`src/rtl/datapath_sequencer.sv`:
```
// Command sequencer for the mini SRC DataPath: turns one MOV/ALU/LDI command
// into per-cycle bus-select, register-select and latch-enable controls.
module datapath_sequencer #(
    parameter int DATA_WIDTH = 32,
    parameter int NUM_REGS   = 16,
    parameter int SEL_WIDTH  = 4
) (
    input  logic                  clock,
    input  logic                  clear,
    input  logic                  start,
    input  logic [1:0]            op,
    input  logic [3:0]            alu_func,
    input  logic [SEL_WIDTH-1:0]  rd,
    input  logic [SEL_WIDTH-1:0]  rs,
    input  logic [SEL_WIDTH-1:0]  rt,
    input  logic [DATA_WIDTH-1:0] imm,
    input  logic                  stall,
    output logic [1:0]            bus_src_sel,
    output logic [SEL_WIDTH-1:0]  gp_register_select,
    output logic [NUM_REGS-1:0]   gp_enable,
    output logic                  y_enable,
    output logic                  z_enable,
    output logic [3:0]            alu_func_out,
    output logic [DATA_WIDTH-1:0] imm_out,
    output logic                  busy,
    output logic                  done,
    output logic                  illegal
);

    typedef enum logic [2:0] {
        S_IDLE   = 3'd0,
        S_MOV_T0 = 3'd1,
        S_ALU_T0 = 3'd2,
        S_ALU_T1 = 3'd3,
        S_ALU_T2 = 3'd4,
        S_LDI_T0 = 3'd5,
        S_DONE   = 3'd6
    } state_t;

    function automatic logic [NUM_REGS-1:0] onehot(input logic [SEL_WIDTH-1:0] idx);
        logic [NUM_REGS-1:0] v;
        v      = '0;
        v[idx] = 1'b1;
        return v;
    endfunction

    state_t                state_r, state_s;
    logic [1:0]            op_r, op_s;
    logic [3:0]            func_r, func_s;
    logic [SEL_WIDTH-1:0]  rd_r, rd_s, rs_r, rs_s, rt_r, rt_s;
    logic [DATA_WIDTH-1:0] imm_r, imm_s;
    logic                  hold_s;

    logic [1:0]            bus_src_sel_r, bus_src_sel_s;
    logic [SEL_WIDTH-1:0]  gp_sel_r, gp_sel_s;
    logic [NUM_REGS-1:0]   gp_enable_r, gp_enable_s;
    logic                  y_enable_r, y_enable_s, z_enable_r, z_enable_s;
    logic [3:0]            alu_func_out_r, alu_func_out_s;
    logic [DATA_WIDTH-1:0] imm_out_r, imm_out_s;
    logic                  busy_r, busy_s, done_r, done_s, illegal_r, illegal_s;

    // Next state, field capture, and next-cycle output decode
    always_comb begin
        state_s = state_r;
        op_s    = op_r;
        func_s  = func_r;
        rd_s    = rd_r;
        rs_s    = rs_r;
        rt_s    = rt_r;
        imm_s   = imm_r;
        hold_s  = 1'b0;
        case (state_r)
            S_IDLE: begin
                if (start) begin
                    op_s   = op;
                    func_s = alu_func;
                    rd_s   = rd;
                    rs_s   = rs;
                    rt_s   = rt;
                    imm_s  = imm;
                    case (op)
                        2'b00:   state_s = S_MOV_T0;
                        2'b01:   state_s = S_ALU_T0;
                        2'b10:   state_s = S_LDI_T0;
                        default: state_s = S_DONE;
                    endcase
                end else begin
                    state_s = S_IDLE;
                end
            end
            S_MOV_T0: begin hold_s = stall; state_s = stall ? S_MOV_T0 : S_DONE;   end
            S_ALU_T0: begin hold_s = stall; state_s = stall ? S_ALU_T0 : S_ALU_T1; end
            S_ALU_T1: begin hold_s = stall; state_s = stall ? S_ALU_T1 : S_ALU_T2; end
            S_ALU_T2: begin hold_s = stall; state_s = stall ? S_ALU_T2 : S_DONE;   end
            S_LDI_T0: begin hold_s = stall; state_s = stall ? S_LDI_T0 : S_DONE;   end
            S_DONE:   state_s = S_IDLE;
            default:  state_s = S_IDLE;
        endcase

        // Outputs are registered, so they are decoded from the state being entered;
        // a stalled T state keeps its selects but drops every write enable.
        bus_src_sel_s  = 2'b11;
        gp_sel_s       = '0;
        gp_enable_s    = '0;
        y_enable_s     = 1'b0;
        z_enable_s     = 1'b0;
        alu_func_out_s = 4'd0;
        imm_out_s      = '0;
        case (state_s)
            S_MOV_T0: begin
                bus_src_sel_s = 2'b00;
                gp_sel_s      = rs_s;
                gp_enable_s   = hold_s ? '0 : onehot(rd_s);
            end
            S_ALU_T0: begin
                bus_src_sel_s = 2'b00;
                gp_sel_s      = rs_s;
                y_enable_s    = ~hold_s;
            end
            S_ALU_T1: begin
                bus_src_sel_s  = 2'b00;
                gp_sel_s       = rt_s;
                alu_func_out_s = func_s;
                z_enable_s     = ~hold_s;
            end
            S_ALU_T2: begin
                bus_src_sel_s = 2'b01;
                gp_enable_s   = hold_s ? '0 : onehot(rd_s);
            end
            S_LDI_T0: begin
                bus_src_sel_s = 2'b10;
                imm_out_s     = imm_s;
                gp_enable_s   = hold_s ? '0 : onehot(rd_s);
            end
            default: bus_src_sel_s = 2'b11;
        endcase
        busy_s    = (state_s != S_IDLE);
        done_s    = (state_s == S_DONE);
        illegal_s = done_s && (op_s == 2'b11);
    end

    // State, captured command fields and registered control outputs
    always_ff @(posedge clock or negedge clear) begin
        if (!clear) begin
            state_r        <= S_IDLE;
            op_r           <= 2'd0;
            func_r         <= 4'd0;
            rd_r           <= '0;
            rs_r           <= '0;
            rt_r           <= '0;
            imm_r          <= '0;
            bus_src_sel_r  <= 2'b11;
            gp_sel_r       <= '0;
            gp_enable_r    <= '0;
            y_enable_r     <= 1'b0;
            z_enable_r     <= 1'b0;
            alu_func_out_r <= 4'd0;
            imm_out_r      <= '0;
            busy_r         <= 1'b0;
            done_r         <= 1'b0;
            illegal_r      <= 1'b0;
        end else begin
            state_r        <= state_s;
            op_r           <= op_s;
            func_r         <= func_s;
            rd_r           <= rd_s;
            rs_r           <= rs_s;
            rt_r           <= rt_s;
            imm_r          <= imm_s;
            bus_src_sel_r  <= bus_src_sel_s;
            gp_sel_r       <= gp_sel_s;
            gp_enable_r    <= gp_enable_s;
            y_enable_r     <= y_enable_s;
            z_enable_r     <= z_enable_s;
            alu_func_out_r <= alu_func_out_s;
            imm_out_r      <= imm_out_s;
            busy_r         <= busy_s;
            done_r         <= done_s;
            illegal_r      <= illegal_s;
        end
    end

    assign bus_src_sel        = bus_src_sel_r;
    assign gp_register_select = gp_sel_r;
    assign gp_enable          = gp_enable_r;
    assign y_enable           = y_enable_r;
    assign z_enable           = z_enable_r;
    assign alu_func_out       = alu_func_out_r;
    assign imm_out            = imm_out_r;
    assign busy               = busy_r;
    assign done               = done_r;
    assign illegal            = illegal_r;

endmodule

```
`config.mk`:
```
export PLATFORM = sky130hd
export DESIGN_NAME = datapath_sequencer
export DESIGN_NICKNAME = d
export VERILOG_FILES = /design/src/rtl/datapath_sequencer.sv
export SDC_FILE = /design/constraint.sdc
export NUM_CORES = 1
export LEC_CHECK = 0
export CORE_MARGIN = 4
export CORE_UTILIZATION = 40
export CTS_CLUSTER_SIZE = 30
export DETAILED_ROUTE_END_ITERATION = 7
export PLACE_DENSITY_LB_ADDON = 0.25
export SYNTH_ARGS = -nofsm -noshare
export SYNTH_HDL_FRONTEND = slang
export SYNTH_SLANG_ARGS = --single-unit
```
`constraint.sdc`:
```
create_clock -name clock -period 5.35 [get_ports clock]
set_input_delay 0.535 -clock clock [delete_from_list [all_inputs] [get_ports clock]]
set_output_delay 0.535 -clock clock [all_outputs]
set_load 0.02 [all_outputs]
```
==> impl_metrics.json <==
{
  "status": "finished, final reports clean",
  "synth_mux_area_share_pct": 1.28,
  "htreeDepth": 4,
  "cts_buffers": 17,
  "synth_xor_area_share_pct": 0.397,
  "fp.dieH_um": 113,
  "crit_type": "register to register",
  "clock_latency_ns": 0.50,
  "synth.most_common_cell": "nand2_1",
  "ys.flop_type": "dfrtp_1",
  "p_comb_share_pct": 28.2,
  "synth_common_cells": "nand2_1, dfrtp_1, and3_1",
  "antenna_found_initial": 0,
  "utilization_pct": 57.6,
  "overflow": 0,
  "synth_compound_area_share_pct": 4.99,
  "max-vdd-ir-drop_mv": 0.297,
  "synth-adder-area-share_pct": 0,
  "tightest_slew_ns": 1.21,
  "fp.coreArea_mm2": 0.0108,
  "crit_path_end_kind": "register",
  "area_growth_pct": 41.0,
  "vias_per_cell": 4.84,
  "final_hold_viol_count": 0,
  "timing.final.crit_period_ns": 2.37,
  "netlist_top_cells_area": "dfrtp_1, nand2_1, and3_1",
  "cp_top_family": "compound AO/OA/AOI/OAI gates",
  "crit_arrival_ns": 2.80,
  "p_int_mw": 2.13,
  "start_util_pct": 40.9,
  "drtIter0Drc": 140,
  "wire_per_inst_um": 15.1,
  "leakagePower_nw": 3.03,
  "fmax_mhz": 422,
  "cap_violations": 0,
  "pwr-share-seq_pct": 39.1,
  "switching_share_pct": 34.4,
  "gp_congestion": 0.772,
  "ys_types": 39,
  "postCtsHoldBufs": 0,
  "ys_warn_count": 0,
  "critPathSlowestCell": "o221ai_2",
  "synth_top_family_by_area": "simple AND/OR/NAND/NOR gates",
  "worstSetupStartpointType": "register",
  "drc": 0,
  "power_density_mw_per_mm2": 522,
  "grt_pass1_vias": 3342,
  "yosysTopAreaCell": "dfrtp_1",
  "die_area_mm2": 0.0128,
  "hold_class": "input pin to async pin",
  "finClkSkew_ns": 0.00837,
  "finalCritPeriodShare_pct": 44.3,
  "p_switching_mw": 1.11,
  "cts_setup_buffers": 0,
  "ant_nets": 0,
  "slew_violations": 0,
  "dp_hpwl_mm": 6.76,
  "synth_top_area_share_pct": 64.7,
  "cts_tree": "built",
  "clockPowerShare_pct": 32.7,
  "fin_ws_ns": 2.98,
  "clk_pin_slew_ns": 0.06,
  "grt_max_degree": 62,
  "rsz0062_at_grt": "false",
  "clockBufferDepth": 2,
  "ios": 117,
  "synth-seq-cells": 116,
  "vias": 3294,
  "place_ws_ns": 2.54,
  "synth-simple-area-share_pct": 24.3,
  "cp.required_ns": 5.79,
  "cts-resized-gates": 0,
  "synthCells": 413,
  "grt_pass1_wl_mm": 16.6,
  "rows": 38,
  "die_width_um": 113,
  "cp_max_fo": 33,
  "timing.slew.headroom_pct": 19.7,
  "fin_worst_hold_slack_ns": 0.0633,
  "port_buffers": 116,
  "final.setup.tns_ns": 0,
  "slowest_delay_ns": 0.92,
  "synth_area_per_cell_um2": 10.7,
  "grtUsageTotal_pct": 16.6,
  "drive_gt1_share_pct": 9.44,
  "r2r_slack_ns": 2.98,
  "path_buf_inv": 0,
  "antenna_cells": 0,
  "syn_nets": 467,
  "nNetsFinal": 581,
  "crit_path_cell_trace": "or2_2 -> o221ai_2 -> and3_1",
  "async_reset_ff_share_pct": 100,
  "clkSinkCount": 116,
  "synth_seq_area_share_pct": 65.9,
  "cts_root_buffer": "clkbuf_8",
  "setup_viol": 0,
  "drt_wl_total_mm": 10.2,
  "synth_area_mm2": 0.00441,
  "synth_edf_count": 0,
  "drt-pass1-iter-count": 4
}
registers in the layout, summed over array words and instances, names as in the netlist, 2 cells and up:
| register | count |
|---|---|
| rd_r | 4 |
| imm_r | 32 |
| state_r | 3 |
| op_r | 2 |
| imm_out | 32 |
| bus_src_sel | 2 |
| rt_r | 4 |
| func_r | 4 |
| gp_register_select | 4 |
| rs_r | 4 |
| gp_enable | 16 |
| alu_func_out | 4 |
layout by cell type, fill, tap and decap left out, types with 5 or more instances in the layout:
| master | Yosys | routed |
|---|---|---|
| mux2_2 | 5 | 5 |
| dfrtp_1 | 114 | 114 |
| clkdlybuf4s50_1 | 0 | 115 |
| nor2_1 | 20 | 20 |
| and3_1 | 36 | 36 |
| nor3b_1 | 10 | 10 |
| nand2_1 | 142 | 142 |
| inv_6 | 0 | 5 |
| a21oi_1 | 9 | 8 |
| clkbuf_16 | 0 | 16 |
| nor3_1 | 6 | 6 |
logic make-up (layout without fill, tap and decap cells):
group / Yosys count / in the layout
AOI/OAI and AO/OA: 33 / 33
xor gates and xnor gates: 2 / 2
buffers and inverters: 28 / 155
DFF: 116 / 116
muxes: 5 / 5
and+or+nand+nor: 229 / 229
metrics by stage:
| step | total power [mW] | cells | area (µm²) |
|---|---|---|---|
| finish | 3.24 | 680 | 6220 |
| floorplan | 1.86 | 413 | 4410 |
| global placement | 2.17 | 648 | 5660 |
| detailed placement | 2.20 | 648 | 5660 |
| global route | 3.45 | 680 | 6220 |
| CTS | 3.27 | 680 | 6220 |
layout make-up:
cell class | count | area [µm²]
fillers | 978 | 4570
flip-flops and latches | 116 | 2910
multi-input cells | 269 | 1380
repair buffers | 119 | 1180
clock buffers | 18 | 418
well taps | 140 | 175
clock inverters | 14 | 145
inverters | 4 | 15.0
power groups by stage:
| stage | combinational [mW] | sequential, mW | clock [mW] |
|---|---|---|---|
| 2_1_floorplan | 0.568 | 1.30 | 0 |
| 3_3_place_gp | 0.898 | 1.27 | 0 |
| 3_5_place_dp | 0.919 | 1.28 | 0 |
| 4_1_cts | 0.928 | 1.27 | 1.08 |
| 5_1_grt | 1.03 | 1.29 | 1.12 |
| 6_report | 0.916 | 1.27 | 1.06 |
layer usage:
metal	wire length [µm]	part of all wire (%)	vias up	global-route usage [%]
li1	-	-	1594	-
met1	4500	44	1601	21.3
met2	5150	50	92	26.9
met3	495	4.8	7	4.60
met4	102	1.0	0	6.33
met5	0	0	-	0
worst reg2reg max path: stages, from the launching register on:
cell,delay [ns]
dfrtp_1,0.62
or2_2,0.45
o221ai_2,0.92
and3_1,0.31
worst paths after layout:
path,startpoint,endpoint,depth (start not counted)
max,state_r[1],imm_out[16],3
min,clear,imm_out[24],1
max reg2reg,state_r[1],imm_out[16],3
min reg2reg,imm_r[27],imm_r[27],2
max in group asynchronous,clear,imm_out[0],2
min in group clock,imm_r[27],imm_r[27],2
Power figures use the tool's default switching activity.
